## src/rtl/fp16_green_pkg.sv

```systemverilog
// Format helpers, enums and the S1/S2 stage payload shared by the GreenFloat multiplier.
// Payload fields are sized for the widest supported format; stages use the low bits.
package fp16_green_pkg;

  typedef enum logic [1:0] {
    RND_RNE = 2'd0,
    RND_RTZ = 2'd1,
    RND_RUP = 2'd2,
    RND_RDN = 2'd3
  } rnd_mode_e;

  typedef enum logic [1:0] {
    CLS_NORM = 2'd0,
    CLS_ZERO = 2'd1,
    CLS_INF  = 2'd2,
    CLS_NAN  = 2'd3
  } fp_class_e;

  // Supports EXP_W <= 14 and MAN_W <= 31 (product of two MAN_W+1 significands).
  localparam int PL_EXP_BITS = 16;
  localparam int PL_SIG_BITS = 64;

  typedef struct packed {
    logic                          sign;
    fp_class_e                     cls;
    logic signed [PL_EXP_BITS-1:0] exp;
    logic [PL_SIG_BITS-1:0]        sig;
    logic [2:0]                    grs;
  } fp_stage_t;

  function automatic int fp_bias(input int exp_w);
    return (32'sd1 << (exp_w - 32'sd1)) - 32'sd1;
  endfunction

  function automatic int fp_exp_max(input int exp_w);
    return (32'sd1 << exp_w) - 32'sd1;
  endfunction

  function automatic logic [63:0] fp_qnan(input int exp_w, input int man_w);
    logic [63:0] q;
    q = ((64'd1 << exp_w) - 64'd1) << man_w;
    q = q | (64'd1 << (man_w - 32'sd1));
    return q;
  endfunction

endpackage

```

## src/rtl/fp_mul_round.sv

```systemverilog
// Combinational round / overflow / underflow / pack for the last multiplier stage.
// With GF_MUL_RNDMODE_EN defined a rnd_mode input selects RNE/RTZ/RUP/RDN; otherwise RNE only.
module fp_mul_round
  import fp16_green_pkg::*;
#(
  parameter int EXP_W = 5,
  parameter int MAN_W = 10
) (
  input  logic                    prod_sign,
  input  fp_class_e               prod_cls,
  input  logic signed [EXP_W+1:0] prod_exp,
  input  logic [MAN_W:0]          prod_sig,
  input  logic [2:0]              prod_grs,
`ifdef GF_MUL_RNDMODE_EN
  input  rnd_mode_e               rnd_mode,
`endif
  output logic [EXP_W+MAN_W:0]    result,
  output logic                    overflow,
  output logic                    underflow,
  output logic                    inexact
);

  localparam int W  = 1 + EXP_W + MAN_W;
  localparam int XW = EXP_W + 2;
  localparam logic [W-1:0]          QNAN      = W'(fp_qnan(EXP_W, MAN_W));
  localparam logic signed [XW-1:0]  EXP_MAX_X = XW'(fp_exp_max(EXP_W));
  localparam logic signed [XW-1:0]  ZERO_X    = '0;
  localparam logic signed [XW-1:0]  ONE_X     = XW'(32'sd1);
  localparam logic [EXP_W-1:0]      EXP_ONES  = '1;
  localparam logic [MAN_W-1:0]      FRAC_ZERO = '0;
`ifdef GF_MUL_RNDMODE_EN
  localparam logic [EXP_W-1:0]      EXP_MAXF  = EXP_ONES - {{(EXP_W-1){1'b0}}, 1'b1};
  localparam logic [MAN_W-1:0]      FRAC_ONES = '1;
  logic                             ovf_to_max_s;
`endif

  logic                  inexact_s;
  logic                  round_up_s;
  logic [MAN_W+1:0]      sum_s;
  logic [MAN_W-1:0]      frac_s;
  logic signed [XW-1:0]  exp_rnd_s;
  logic                  unused_s;

  assign unused_s = sum_s[MAN_W];

  // Rounding increment and mantissa carry-out into the exponent.
  always_comb begin
    inexact_s  = |prod_grs;
    round_up_s = prod_grs[2] & (prod_grs[1] | prod_grs[0] | prod_sig[0]);
`ifdef GF_MUL_RNDMODE_EN
    ovf_to_max_s = 1'b0;
    case (rnd_mode)
      RND_RTZ: begin
        round_up_s   = 1'b0;
        ovf_to_max_s = 1'b1;
      end
      RND_RUP: begin
        round_up_s   = inexact_s & ~prod_sign;
        ovf_to_max_s = prod_sign;
      end
      RND_RDN: begin
        round_up_s   = inexact_s & prod_sign;
        ovf_to_max_s = ~prod_sign;
      end
      default: begin
        round_up_s   = prod_grs[2] & (prod_grs[1] | prod_grs[0] | prod_sig[0]);
        ovf_to_max_s = 1'b0;
      end
    endcase
`endif
    sum_s = {1'b0, prod_sig} + {{(MAN_W+1){1'b0}}, round_up_s};
    if (sum_s[MAN_W+1]) begin
      frac_s    = FRAC_ZERO;
      exp_rnd_s = prod_exp + ONE_X;
    end else begin
      frac_s    = sum_s[MAN_W-1:0];
      exp_rnd_s = prod_exp;
    end
  end

  // Specials take priority; underflow is judged before rounding, overflow after.
  always_comb begin
    result    = '0;
    overflow  = 1'b0;
    underflow = 1'b0;
    inexact   = 1'b0;
    case (prod_cls)
      CLS_NAN:  result = QNAN;
      CLS_INF:  result = {prod_sign, EXP_ONES, FRAC_ZERO};
      CLS_ZERO: result = {prod_sign, {(W-1){1'b0}}};
      default: begin
        if (prod_exp <= ZERO_X) begin
          result    = {prod_sign, {(W-1){1'b0}}};
          underflow = 1'b1;
          inexact   = 1'b1;
        end else if (exp_rnd_s >= EXP_MAX_X) begin
          overflow = 1'b1;
          inexact  = 1'b1;
          result   = {prod_sign, EXP_ONES, FRAC_ZERO};
`ifdef GF_MUL_RNDMODE_EN
          if (ovf_to_max_s) begin
            result = {prod_sign, EXP_MAXF, FRAC_ONES};
          end else begin
            result = {prod_sign, EXP_ONES, FRAC_ZERO};
          end
`endif
        end else begin
          result  = {prod_sign, exp_rnd_s[EXP_W-1:0], frac_s};
          inexact = inexact_s;
        end
      end
    endcase
  end

endmodule

```

## src/rtl/fp_mul_pipe.sv

```systemverilog
// Three-stage pipelined floating-point multiplier with global-stall valid/ready handshake.
// Optional GF_MUL_RNDMODE_EN adds a per-operation rnd_mode input carried down the pipe.
module fp_mul_pipe
  import fp16_green_pkg::*;
#(
  parameter int EXP_W = 5,
  parameter int MAN_W = 10
) (
  input  logic                 clk,
  input  logic                 rst_n,
  input  logic                 valid_in,
  output logic                 ready_out,
  input  logic [EXP_W+MAN_W:0] a,
  input  logic [EXP_W+MAN_W:0] b,
`ifdef GF_MUL_RNDMODE_EN
  input  logic [1:0]           rnd_mode,
`endif
  output logic                 valid_out,
  input  logic                 ready_in,
  output logic [EXP_W+MAN_W:0] result,
  output logic                 overflow,
  output logic                 underflow,
  output logic                 inexact
);

  localparam int W  = 1 + EXP_W + MAN_W;
  localparam int XW = EXP_W + 2;
  localparam int PW = 2 * MAN_W + 2;
  localparam logic signed [XW-1:0] BIAS_X    = XW'(fp_bias(EXP_W));
  localparam logic signed [XW-1:0] ONE_X     = XW'(32'sd1);
  localparam logic [EXP_W-1:0]     EXP_ONES  = '1;
  localparam logic [EXP_W-1:0]     EXP_ZERO  = '0;
  localparam logic [MAN_W-1:0]     FRAC_ZERO = '0;

  logic                  advance_s;
  logic                  v1_r;
  logic                  v2_r;
  fp_stage_t             s1_d_s;
  fp_stage_t             s1_r;
  fp_stage_t             s2_d_s;
  fp_stage_t             s2_r;
  logic [EXP_W-1:0]      ea_s;
  logic [EXP_W-1:0]      eb_s;
  logic [MAN_W-1:0]      ma_s;
  logic [MAN_W-1:0]      mb_s;
  logic                  a_zero_s;
  logic                  a_inf_s;
  logic                  a_nan_s;
  logic                  b_zero_s;
  logic                  b_inf_s;
  logic                  b_nan_s;
  logic signed [XW-1:0]  exp_sum_s;
  logic [PW-1:0]         prod_s;
  logic [PW-1:0]         p1_s;
  logic signed [XW-1:0]  e1_s;
  logic [W-1:0]          rnd_res_s;
  logic                  rnd_ovf_s;
  logic                  rnd_unf_s;
  logic                  rnd_inx_s;
  logic                  unused_s;
`ifdef GF_MUL_RNDMODE_EN
  rnd_mode_e             rnd1_r;
  rnd_mode_e             rnd2_r;
`endif

  assign advance_s = ~valid_out | ready_in;
  assign ready_out = advance_s;

  // Upper payload bits exist only to fit the widest format.
  assign unused_s = ^{s1_r.exp[PL_EXP_BITS-1:XW], s1_r.sig[PL_SIG_BITS-1:PW], s1_r.grs,
                      s2_r.exp[PL_EXP_BITS-1:XW], s2_r.sig[PL_SIG_BITS-1:MAN_W+1]};

  // S1: unpack, classify (subnormals flush to zero), exponent sum, significand product.
  always_comb begin
    ea_s      = a[W-2:MAN_W];
    eb_s      = b[W-2:MAN_W];
    ma_s      = a[MAN_W-1:0];
    mb_s      = b[MAN_W-1:0];
    a_zero_s  = (ea_s == EXP_ZERO);
    b_zero_s  = (eb_s == EXP_ZERO);
    a_inf_s   = (ea_s == EXP_ONES) & (ma_s == FRAC_ZERO);
    b_inf_s   = (eb_s == EXP_ONES) & (mb_s == FRAC_ZERO);
    a_nan_s   = (ea_s == EXP_ONES) & (ma_s != FRAC_ZERO);
    b_nan_s   = (eb_s == EXP_ONES) & (mb_s != FRAC_ZERO);
    exp_sum_s = $signed({2'b00, ea_s}) + $signed({2'b00, eb_s}) - BIAS_X;
    prod_s    = PW'({1'b1, ma_s}) * PW'({1'b1, mb_s});
    s1_d_s      = '0;
    s1_d_s.sign = a[W-1] ^ b[W-1];
    s1_d_s.exp  = PL_EXP_BITS'(exp_sum_s);
    s1_d_s.sig  = PL_SIG_BITS'(prod_s);
    if (a_nan_s | b_nan_s | (a_inf_s & b_zero_s) | (b_inf_s & a_zero_s)) begin
      s1_d_s.cls = CLS_NAN;
    end else if (a_inf_s | b_inf_s) begin
      s1_d_s.cls = CLS_INF;
    end else if (a_zero_s | b_zero_s) begin
      s1_d_s.cls = CLS_ZERO;
    end else begin
      s1_d_s.cls = CLS_NORM;
    end
  end

  // S2: normalise a product in [2,4) down by one and extract guard/round/sticky.
  always_comb begin
    p1_s        = s1_r.sig[PW-1:0];
    e1_s        = $signed(s1_r.exp[XW-1:0]);
    s2_d_s      = '0;
    s2_d_s.sign = s1_r.sign;
    s2_d_s.cls  = s1_r.cls;
    if (p1_s[PW-1]) begin
      s2_d_s.exp = PL_EXP_BITS'(e1_s + ONE_X);
      s2_d_s.sig = PL_SIG_BITS'(p1_s[PW-1:MAN_W+1]);
      s2_d_s.grs = {p1_s[MAN_W], p1_s[MAN_W-1], |p1_s[MAN_W-2:0]};
    end else begin
      s2_d_s.exp = PL_EXP_BITS'(e1_s);
      s2_d_s.sig = PL_SIG_BITS'(p1_s[PW-2:MAN_W]);
      s2_d_s.grs = {p1_s[MAN_W-1], p1_s[MAN_W-2], |p1_s[MAN_W-3:0]};
    end
  end

  fp_mul_round #(
    .EXP_W(EXP_W),
    .MAN_W(MAN_W)
  ) u_round (
    .prod_sign (s2_r.sign),
    .prod_cls  (s2_r.cls),
    .prod_exp  ($signed(s2_r.exp[XW-1:0])),
    .prod_sig  (s2_r.sig[MAN_W:0]),
    .prod_grs  (s2_r.grs),
`ifdef GF_MUL_RNDMODE_EN
    .rnd_mode  (rnd2_r),
`endif
    .result    (rnd_res_s),
    .overflow  (rnd_ovf_s),
    .underflow (rnd_unf_s),
    .inexact   (rnd_inx_s)
  );

  // Pipeline registers; everything freezes together while the output is blocked.
  always_ff @(posedge clk or negedge rst_n) begin
    if (!rst_n) begin
      v1_r      <= 1'b0;
      v2_r      <= 1'b0;
      s1_r      <= '0;
      s2_r      <= '0;
      valid_out <= 1'b0;
      result    <= '0;
      overflow  <= 1'b0;
      underflow <= 1'b0;
      inexact   <= 1'b0;
`ifdef GF_MUL_RNDMODE_EN
      rnd1_r    <= RND_RNE;
      rnd2_r    <= RND_RNE;
`endif
    end else if (advance_s) begin
      v1_r      <= valid_in;
      s1_r      <= s1_d_s;
      v2_r      <= v1_r;
      s2_r      <= s2_d_s;
      valid_out <= v2_r;
      overflow  <= v2_r & rnd_ovf_s;
      underflow <= v2_r & rnd_unf_s;
      inexact   <= v2_r & rnd_inx_s;
      if (v2_r) begin
        result <= rnd_res_s;
      end
`ifdef GF_MUL_RNDMODE_EN
      rnd1_r    <= rnd_mode_e'(rnd_mode);
      rnd2_r    <= rnd1_r;
`endif
    end
  end

endmodule

```

## config.mk

```make
export PLATFORM = sky130hd
export DESIGN_NAME = fp_mul_pipe
export DESIGN_NICKNAME = d
export VERILOG_FILES = /design/src/rtl/fp16_green_pkg.sv /design/src/rtl/fp_mul_round.sv /design/src/rtl/fp_mul_pipe.sv
export SDC_FILE = /design/constraint.sdc
export NUM_CORES = 1
export LEC_CHECK = 0
export BUFFER_PORTS_ARGS = -buffer_cell sky130_fd_sc_hd__clkbuf_2
export CAP_MARGIN = 5
export CORE_AREA = 2 2 176 109
export CTS_BUF_LIST = sky130_fd_sc_hd__clkbuf_4 sky130_fd_sc_hd__clkbuf_8
export DETAILED_ROUTE_END_ITERATION = 7
export DIE_AREA = 0 0 178 111
export PLACE_DENSITY_LB_ADDON = 0.05
export SYNTH_ARGS = -nofsm -noshare
export SYNTH_HDL_FRONTEND = slang
export SYNTH_HIERARCHICAL = 1
export SYNTH_SLANG_ARGS = --single-unit
```

## constraint.sdc

```tcl
create_clock -name clk -period 4.71 [get_ports clk]
set_input_delay 0.471 -clock clk [delete_from_list [all_inputs] [get_ports clk]]
set_output_delay 0.471 -clock clk [all_outputs]
set_load 0.005 [all_outputs]
```

Word-level counts from Yosys, hierarchy flattened
Index checks and enable logic that the tools add are counted.
Widths: inputs -> output; s select.
Word-level totals
  input port bits: 36
  memory bits (read-only): 0
  latch bits: 0
  bits in registers: 78
  RAM bits: 0
  memories: 0
  output and inout port bits: 21
Operators by class
  $mul: 1
  mux-type cells: 17
  shift operators: 0
  order comparisons: 2
  $add $sub $neg: 5
  bitwise operators: 20
  eq/ne operators: 5
  reduce and logical (&&, ||, !) cells: 11
  divide/modulo/power cells: 0
Operators with widths (count)
  $mux 74: 1
  $pmux 16 s3: 1
  $mux 15: 2
  $mul 11x11->22: 1
  $logic_not 10->1: 2
  $reduce_bool 10->1: 2
  $add 7x2->7 const B: 2
  $add 11x1->12: 1
  $and 1x1->1: 10
  $eq 5x5->1 const B: 2
  $logic_not 5->1: 2
  $mux 10: 1
  $mux 1: 9
  $reduce_or 9->1: 1
  $or 1x1->1: 8
  $reduce_or 8->1: 1
  $ge 7x6->1 const B: 1
  $le 7x1->1 const B: 1
  $mux 7: 1
  $sub 6x4->7 const B: 1
  $add 5x5->6: 1
  $reduce_or 3->1: 2
  $eq 2x2->1 const B: 2
  $mux 2: 2
  4 further kinds: 4

Depth between registers and ports, before layout
Gate-level depths: netlist of run 1.
  depth after elaboration: 10
  gate-level depth with buffers: 21

Hierarchy
The synthesis of run 1 kept the hierarchy.
By module, submodules not included
  fp_mul_pipe: sequential area each 1951.9 um^2, cells an instance 798, area an instance 7344.5 um^2, times used 1
  fp_mul_round: sequential area each 0.0 um^2, cells an instance 94, area an instance 668.1 um^2, times used 1

Worst setup path before layout of run 1
Ideal clock, no wire load.
  path kind: input -> register
  start: input port b[4]
  end: register s1_r, in the netlist p1_s[19]
  arrival time: 5.202 ns
  stages on the path: 20
  data required time: 4.615 ns
  path buffers: 1
  slack: -0.587 ns
  cells stage by stage: clkbuf_1 > nand2_1 > fa_1 > inv_1 > fa_1 > inv_1 > fa_1 > inv_1 > fa_1 > inv_1 > fa_1 > inv_1 > ha_1 > o21a_1 > o21ai_0 > a31oi_1 > a2111oi_2 > nor2_1 > o21a_1 > o31ai_1
On the way
  word-level cells in the longest chain between the ends: 1
Ends and longest elaborated chain
  start, declared: RTL line fp_mul_pipe.sv:14  | input logic [EXP_W+MAN_W:0] b,
  $mul 11x11->22: RTL line fp_mul_pipe.sv:86  | prod_s = PW'({1'b1, ma_s}) * PW'({1'b1, mb_s});
  end signal, assigned: RTL line fp_mul_pipe.sv:156  | s1_r <= s1_d_s;
  end, declared: RTL line fp_mul_pipe.sv:39  | fp_stage_t s1_r;
No other way between the ends.
A chain may end at the register's enable or synchronous reset.

Worst setup path in the final report of run 1
  start: input port a[7]
  end: register s1_r, in the netlist p1_s[15]
On the way
  word-level cells in the longest chain between the ends: 1
Ends and longest elaborated chain
  start, declared: RTL line fp_mul_pipe.sv:13  | input logic [EXP_W+MAN_W:0] a,
  $mul 11x11->22: RTL line fp_mul_pipe.sv:86
No other way between the ends.

==> summary.md, run 1 <==
| Metric | Value |
|---|---|
| Min Hold Slack | 0.259 ns |
| Max_slew headroom | 33.9% |
| Largest stage delay, worst path | 0.56 ns |
| # rows | 39 |
| Worst path depth | 17 |
| Post-synthesis adder-cell area fraction | 31.5% |
| Clk buf depth | 2 |
| Synth cell types | 55 |
| Pre-Repair DR Iteration Count | 5 |
| Fraction of layout cells with a size suffix above 1 | 25.0% |
| Setup WS post-layout | 0.100 ns |
| Clk root buf | clkbuf_8 |
| CTS tree | built |
| Top cell type's share of synthesized area | 24.4% |
| Die width | 178 um |
| Max Freq | 217 MHz |
| # DRC | 0 |
| Worst-Margin Slew | 0.992 ns |
| Clk slew on worst S/H paths | 0.08 ns |
| First-pass GRT wire length | 32,900 um |
| Simple-gate share of the synthesized area | 19.0% |
| Iter 0 DRT Violations | 366 |
| YS warnings | 6 |
| HPWL after detailed placement | 16,200 um |
| Wirelength, routed | 19,600 um |
| Pre-CTS setup slack | -0.515 ns |
| Area delta synth->final | 22.1% |
| Crit Path Class | input port to register |
| Critical Path End Type | register |
| Full die area | 19,800 um2 |
| I/O pin count | 57 |
| RSZ-0062 raised after global routing | true |
| Seq/Total Area, Yosys | 24.4% |
| Clock skew | 0.0112 ns |
| DR vias | 6,434 |
| Outcome | finished, final reports clean |
| H-tree levels | 3 |
| Post-synthesis mux area share | 4.39% |
| Lkg Pwr | 4.86 nW |
| XOR/XNOR Fraction of Synth Area | 3.94% |
| Final critical-path required period | 4.61 ns |
| CTS Buf Count | 9 |
| Core Box Area | 18,400 um2 |
| MaxCap Viol Count | 0 |
| Worst-Skew Late Latency | 0.36 ns |
| Critical Path Source | a[7] |
| Reg2Reg Depth | 6 |
| Overall global routing resource usage | 21.0% |
| CP bufs+invs | 6 |
| Remaining global-route overflow | 0 |
| CP Cell Sequence | buf_4 > buf_4 > buf_4 > and2_1 > fa_1 > fa_1 > fa_1 > fa_1 > ha_1 > ha_1 > buf_4 > inv_1 > nor2_2 > buf_4 > or4_1 > nand2_1 > a21oi_1 |
| Initial antenna violation count | 0 |
| Vias in the first global route | 6,397 |
| Fin nets | 1,205 |
| Setup crit start kind | input port |
| Post-synth EDFFs | 0 |
| Largest net degree at the start of global routing | 79 |
| ANT cells | 0 |
| Synth area leader | dfrtp_1 |
| Final hold viol count | 0 |
| Leading cell type in the layout, fill and taps excluded | nand2_1 |
| Sink Count | 78 |
| Compound-gate portion of the synthesized area | 8.98% |
| CP top delay family | adder cells |
| Routed wire per std cell | 15.5 um |
| Initial Util | 43.6% |
| Syn Nets | 1,081 |
| Hold crit path type | input port to async pin |
| Synthesized cell area | 8010 um2 |
| Synth Flop Type | dfrtp_1 |
| CP max FO | 8 |
| Routed vias/inst | 5.08 |
| Syn avg cell area | 8.98 um2 |
| Most frequent cells in the layout | nand2_1 (135), inv_1 (115), buf_4 (88), fa_1 (79), dfrtp_1 (78) |
| Crit-path slowest cell | fa_1 |
| R2R Path Start | s2_r[2]$_DFFE_PN0N_ |
| Peak supply drop | 491 uV |
| Pwr/cell area | 670 nW/um2 |
| Critical Path RT | 4.92 ns |
| Synth area leaders | dfrtp_1 (24%), fa_1 (20%), ha_1 (11%), nand2_1 (6.7%), inv_1 (6.1%) |
| PortBufs | 56 |
| Setup TNS | 0 ns |
| Vert. Die Dim | 111 um |
| Ys async rst share | 100% |
| Synthesized instance count | 892 |
| CP most frequent cell | buf_4 |
| Final period util | 97.9% |
| Largest family of logic cells by synthesized area | adder cells |
| Arrival time at the worst endpoint | 4.82 ns |
| Final Max Tran Viols | 0 |
| Final setup vio count | 0 |
| Yosys reg bits | 78 |
| FILL cells | 1,753 |
| Detail Route Antenna Nets | 0 |
| Gpl congestion | 0.885 |
| Final Util | 53.2% |
==> report_power, final <==
part           leakage (nW)  internal, W  switching (W)  total, W
Combinational          3.80      0.00232        0.00237   0.00469
Sequential            0.949     0.000971       0.000321   0.00129
Clock                 0.111     0.000305       0.000264  0.000569
==> cell families after synthesis <==
kind of cell / after synthesis
buffers and inverters: 168
AND/OR/NAND/NOR: 309
adder cells (fa/ha/maj): 153
AO/OA/AOI/OAI: 115
XOR/XNOR: 36
flip-flops: 78
multiplexers: 33
==> metal layers <==
layer  global-route usage [%]  up-vias  wire [um]
met1                     34.8     3137      10500
li1                         -     3157          -
met5                        0        -          0
met2                     27.5      132       7850
met3                     4.84        8       1160
met4                     3.01        0        100
==> flip-flops by register name, summed over array words and instances (netlist names) <==
| register | count |
|---|---|
| e1_s | 7 |
| inexact | 1 |
| overflow | 1 |
| p1_s | 22 |
| result | 16 |
| s1_r | 3 |
| s2_r | 24 |
| underflow | 1 |
| v1_r | 1 |
| v2_r | 1 |
| valid_out | 1 |
==> final cells by class <==
class,instances,area (um2),area share [%]
clock buffers,9,124,1.27
clock inverters,7,103,1.05
inverters,131,494,5.05
multi-input cells,646,5700,58.2
flip-flops and latches,78,1950,19.9
well taps,246,308,3.15
repair buffers,150,1110,11.3
==> synthesized netlist by cell type, types with 3 or more instances <==
library cell,number
nand2_1,142
inv_1,130
fa_1,81
dfrtp_1,78
ha_1,72
and2_1,46
nor2_1,46
o21ai_0,35
a21oi_1,33
clkbuf_1,29
xor2_1,22
mux2_2,17
mux2i_1,16
nand3_1,16
xnor2_1,14
a21o_1,11
nor3_1,11
nand4_1,9
a31oi_1,7
and3_1,6
buf_1,6
nor4_1,6
nor2b_1,5
or4_1,5
a211oi_1,4
o21a_1,4
o31ai_1,4
nand3b_1,3
==> final timing paths <==
kind | end | slack (ns)
worst max-delay path | p1_s[15]$_DFFE_PN0N_ | 0.10
worst min-delay path | e1_s[4]$_DFFE_PN0N_ | 0.26
worst max register to register | result[9]$_DFFE_PN0P_ | 1.99
worst min register to register | p1_s[1]$_DFFE_PN0N_ | 0.47
max in group asynchronous | s2_r[4]$_DFFE_PN0N_ | 3.80
min in group clk | v1_r$_DFFE_PN0N_ | 0.32
==> through the flow <==
step	cell area, um2	std cells	power (W)
3_5_place_dp	9240	1247	0.00555
4_1_cts	9600	1263	0.00628
3_3_place_gp	9240	1247	0.00550
5_1_grt	9790	1267	0.00720
6_report	9790	1267	0.00655
2_1_floorplan	8210	892	0.00408
==> repair_timing <==
action,4_1_cts,5_1_grt
pin swaps,17,48
endpoints found under the setup margin,6,8
resized for setup,27,62
hold buffers,0,0
setup buffers,0,4
Power figures use the tool's default switching activity.
==> run 2: changes to the inputs <==
- CTS_BUF_LIST: sky130_fd_sc_hd__clkbuf_4 sky130_fd_sc_hd__clkbuf_8 -> default
==> summary.md, run 2 (synthesis gave the netlist of run 1 again) <==
| Metric | Value |
|---|---|
| Die width | 178 um |
| Clk slew on worst S/H paths | 0.06 ns |
| Wirelength, routed | 19,800 um |
| Final Max Tran Viols | 0 |
| Vias in the first global route | 6,417 |
| Outcome | finished, final reports clean |
| Crit Path Class | input port to register |
| Setup TNS | 0 ns |
| Min Hold Slack | 0.286 ns |
| First-pass GRT wire length | 33,100 um |
| Peak supply drop | 474 uV |
| Max_slew headroom | 33.4% |
| Detail Route Antenna Nets | 0 |
| Final Power | 0.00679 W |
| # rows | 39 |
| Lkg Pwr | 4.92 nW |
| Register-to-register setup slack | 2.03 ns |
| Initial antenna violation count | 0 |
| Pre-Repair DR Iteration Count | 5 |
| Vert. Die Dim | 111 um |
| Critical Path RT | 4.90 ns |
| Clock skew | 0.00891 ns |
| Initial Util | 43.6% |
| Arrival time at the worst endpoint | 4.86 ns |
| Largest net degree at the start of global routing | 79 |
| DR vias | 6,488 |
| Sink Count | 78 |
| Final Util | 54.0% |
| Remaining global-route overflow | 0 |
| CTS tree | built |
| Core Box Area | 18,400 um2 |
| Final Cell Area | 9930 um2 |
| Setup crit start kind | input port |
| Clk root buf | clkbuf_16 |
| H-tree levels | 3 |
| Most frequent cells in the layout | nand2_1 (137), inv_1 (118), buf_4 (91), fa_1 (80), dfrtp_1 (78) |
| Full die area | 19,800 um2 |
| Final hold viol count | 0 |
| Final period util | 99.1% |
| Worst r2r dst | result[9]$_DFFE_PN0P_ |
| Final critical-path required period | 4.67 ns |
| Area delta synth->final | 23.9% |
| Fin nets | 1,205 |
| Pwr/cell area | 683 nW/um2 |
| Post-DP Area | 9240 um2 |
| Routed vias/inst | 5.12 |
| CTS Buf Count | 9 |
| Gpl congestion | 0.885 |
| MaxCap Viol Count | 0 |
| Overall global routing resource usage | 21.1% |
| HPWL after detailed placement | 16,200 um |
| Max reg flops | 24 |
| Iter 0 DRT Violations | 396 |
| Max Freq | 214 MHz |
| Biggest register | s2_r |
| # DRC | 0 |
| Leading cell type in the layout, fill and taps excluded | nand2_1 |
| Worst-Skew Late Latency | 0.34 ns |
| Clk buf depth | 2 |
| Fraction of layout cells with a size suffix above 1 | 24.9% |
| Reg2Reg Depth | 6 |
| R2R Path Start | s2_r[2]$_DFFE_PN0N_ |
| I/O pin count | 57 |
| PortBufs | 56 |
| Final setup vio count | 0 |
| CP max FO | 6 |
| RSZ-0062 raised after global routing | true |
| Critical Path End Type | register |
| Hold crit path type | input port to async pin |
| Worst-Margin Slew | 0.999 ns |
| ANT cells | 0 |
| Routed wire per std cell | 15.6 um |
-- run 2: cell types whose count changed in the layout (fill, tap and decap cells not counted), moves of 3 or more --
cell       change
buf_4          +3
buf_6          -5
clkbuf_16      +9
clkbuf_8       -9
inv_1          +3
nand2_2        -3
-- run 2: layer usage --
metal  GRT usage, %  share of wire (%)  up-vias
li1               -                  -     3148
met1           35.1                 54     3192
met2           27.8                 40      139
met3           4.73                5.7        9
met4           2.84               0.58        0
met5              0                  0        -
-- run 2: worst max-delay path by stage --
stage,startpoint,endpoint,depth (start not counted)
final,a[1],p1_s[15]$_DFFE_PN0N_,19
after detailed placement,a[1],p1_s[15]$_DFFE_PN0N_,19
after global placement,a[3],p1_s[15]$_DFFE_PN0N_,18
after CTS,b[4],p1_s[15]$_DFFE_PN0N_,19
after global routing,a[5],p1_s[18]$_DFFE_PN0N_,17
after floorplan,a[1],p1_s[15]$_DFFE_PN0N_,20
-- run 2: power by group --
| part | switching [W] | leakage (nW) | internal, W | total (W) |
|---|---|---|---|---|
| Sequential | 0.000324 | 0.949 | 0.000973 | 0.00130 |
| Clock | 0.000288 | 0.157 | 0.000470 | 0.000759 |
| Combinational | 0.00242 | 3.81 | 0.00231 | 0.00473 |
-- run 2: repair_timing --
item	4_1_cts	5_1_grt
setup buffers	0	4
pin swaps	21	37
hold buffers	0	0
setup endpoints to repair	7	8
resized for setup	30	55
cloned	0	0
-- run 2: cell type report --
type                            count  area, um2
Fill cell                        1743       8470
Multi-Input combinational cell    646       5740
Sequential cell                    78       1950
Timing Repair Buffer              150       1100
Inverter                          131        492
Tap cell                          246        308
Clock buffer                        9        225
Clock inverter                      7        103
-- run 2: critical path: stages --
cell and delay [ns]:
clkbuf_8 0.14, and2_4 0.16, fa_1 0.49, inv_1 0.06
fa_1 0.51, inv_1 0.05, fa_1 0.47, fa_1 0.49
inv_1 0.05, fa_1 0.49, inv_2 0.05, ha_4 0.22
o21a_1 0.11, o21ai_2 0.18, a31oi_4 0.08, and2_4 0.17
or4_1 0.50, nand2_1 0.08, a21oi_1 0.06
-- run 2: metrics by stage --
step	instances	setup WS [ns]
after CTS	1263	-0.00135
after global placement	1247	-0.476
after floorplan	892	-0.275
after detailed placement	1247	-0.515
final	1267	0.0402
after global routing	1267	-0.0883
==> run 3: changes to the inputs <==
- GPL_TIMING_DRIVEN: default -> 0
- REMOVE_ABC_BUFFERS: default -> 1
==> summary.md, run 3 (synthesis gave the netlist of run 1 again) <==
| Metric | Value |
|---|---|
| Setup TNS | 0 ns |
| Hold crit path type | input port to async pin |
| Crit-path slowest cell | fa_1 |
| CP max FO | 7 |
| Peak supply drop | 421 uV |
| Max Freq | 214 MHz |
| Initial Util | 43.6% |
| HPWL after detailed placement | 14,100 um |
| Iter 0 DRT Violations | 296 |
| First-pass GRT wire length | 31,200 um |
| Critical Path End Type | register |
| # rows | 39 |
| Die width | 178 um |
| Max_slew headroom | 35.5% |
| Pre-Repair DR Iteration Count | 4 |
| Pwr/cell area | 647 nW/um2 |
| CTS Buf Count | 9 |
| CP Cell Sequence | clkbuf_16 > nand2_4 > fa_1 > inv_2 > fa_1 > inv_2 > fa_1 > inv_1 > fa_1 > inv_1 > fa_1 > inv_2 > ha_4 > o21a_1 > o21ai_2 > a31oi_4 > a2111oi_4 > nor2_4 > o21a_1 > o31ai_1 |
| Min Hold Slack | 0.0194 ns |
| Crit Path Class | input port to register |
| Final Max Tran Viols | 0 |
| Area of the multi-input gates | 5720 um2 |
| Initial antenna violation count | 0 |
| Final Util | 52.2% |
| Clock skew | 0.0119 ns |
| Clk buf depth | 2 |
| Wirelength, routed | 18,800 um |
| Routed wire per std cell | 15.6 um |
| CP top delay family | adder cells |
| Fin nets | 1,138 |
| DR vias | 6,204 |
| Gpl congestion | 0.827 |
| Final period util | 99.3% |
| I/O pin count | 57 |
| Core Box Area | 18,400 um2 |
| CP most frequent cell | fa_1 |
| Worst-Skew Late Latency | 0.34 ns |
| ANT cells | 0 |
| Final setup vio count | 0 |
| Overall global routing resource usage | 19.9% |
| Clk root buf | clkbuf_16 |
| Most frequent cells in the layout | nand2_1 (138), inv_1 (120), fa_1 (79), dfrtp_1 (78), ha_1 (64) |
| Biggest register | s2_r |
| Final Cell Area | 9600 um2 |
| RSZ-0062 raised after global routing | true |
| Setup WS post-layout | 0.0322 ns |
| Vert. Die Dim | 111 um |
| Worst-Margin Slew | 0.967 ns |
| Full die area | 19,800 um2 |
| Setup crit start kind | input port |
| Register area | 1950 um2 |
| MaxCap Viol Count | 0 |
| CTS tree | built |
| Largest stage delay, worst path | 0.54 ns |
| # DRC | 0 |
| FILL cells | 1,732 |
| Outcome | finished, final reports clean |
| PortBufs | 56 |
| Remaining global-route overflow | 0 |
| Detail Route Antenna Nets | 0 |
| Sink Count | 78 |
| Critical Path RT | 4.94 ns |
| Lkg Pwr | 4.66 nW |
| Post-DP Area | 8520 um2 |
| Area delta synth->final | 19.8% |
| Routed vias/inst | 5.17 |
| Pre-CTS setup slack | -0.978 ns |
| Leading cell type in the layout, fill and taps excluded | nand2_1 |
| Clk slew on worst S/H paths | 0.06 ns |
| Vias in the first global route | 6,190 |
| CP bufs+invs | 6 |
| Fraction of layout cells with a size suffix above 1 | 18.6% |
| Arrival time at the worst endpoint | 4.91 ns |
| Final hold viol count | 0 |
| H-tree levels | 3 |
| Largest net degree at the start of global routing | 67 |
| Final critical-path required period | 4.68 ns |
| Max reg flops | 24 |
## run 3: cell types whose count changed in the layout (fill, tap and decap cells not counted), sizes merged
cell    before  now
inv        134  131
bufinv       2    1
buf        103   27
clkbuf      56   69
## run 3: worst paths after layout
| kind | from | end | slack [ns] | depth (start not counted) |
|---|---|---|---|---|
| setup / recovery | a[6] | p1_s[19]$_DFFE_PN0N_ | 0.03 | 20 |
| hold / removal | rst_n | e1_s[5]$_DFFE_PN0N_ | 0.02 | 1 |
| setup reg to reg | valid_out$_DFFE_PN0N_ | result[14]$_DFFE_PN0P_ | 1.88 | 5 |
| hold reg to reg | overflow$_DFFE_PN0N_ | overflow$_DFFE_PN0N_ | 0.46 | 2 |
| max in group asynchronous | rst_n | result[3]$_DFFE_PN0P_ | 4.10 | 2 |
| min in group clk | valid_in | v1_r$_DFFE_PN0N_ | 0.35 | 3 |
## run 3: through the flow
stage,total power (W),std cells
6_report,0.00621,1200
2_1_floorplan,0.00383,855
3_3_place_gp,0.00459,1157
3_5_place_dp,0.00464,1159
5_1_grt,0.00683,1200
4_1_cts,0.00597,1190
## run 3: area by class of cell
cell class | count | area share [%]
inverter | 131 | 5.15
timing repair buffer | 83 | 8.60
tap | 246 | 3.21
clock inverter | 3 | 0.443
sequential | 78 | 20.3
multi-input combinational | 646 | 59.6
clock buffer | 13 | 2.71
## run 3: repair_timing
action,CTS,global route
buffers inserted,14,10
gates resized for setup,95,21
hold buffers,0,0
pin swaps,36,36
endpoints found under the setup margin,13,8
gates cloned,1,0
## run 3: where the power goes
| part | switching, W | internal, W | leakage (nW) |
|---|---|---|---|
| logic | 0.00223 | 0.00199 | 3.57 |
| clock network | 0.000263 | 0.000439 | 0.146 |
| registers | 0.000316 | 0.000973 | 0.949 |
| total | 0.00281 | 0.00340 | 4.66 |
## run 3: per-layer routing
layer	up-vias	track usage (%)	share of wire, %
met3	14	4.01	4.5
met4	0	2.57	0.56
li1	3007	-	-
met1	3078	31.8	53
met2	105	28.1	42
met5	-	0	0
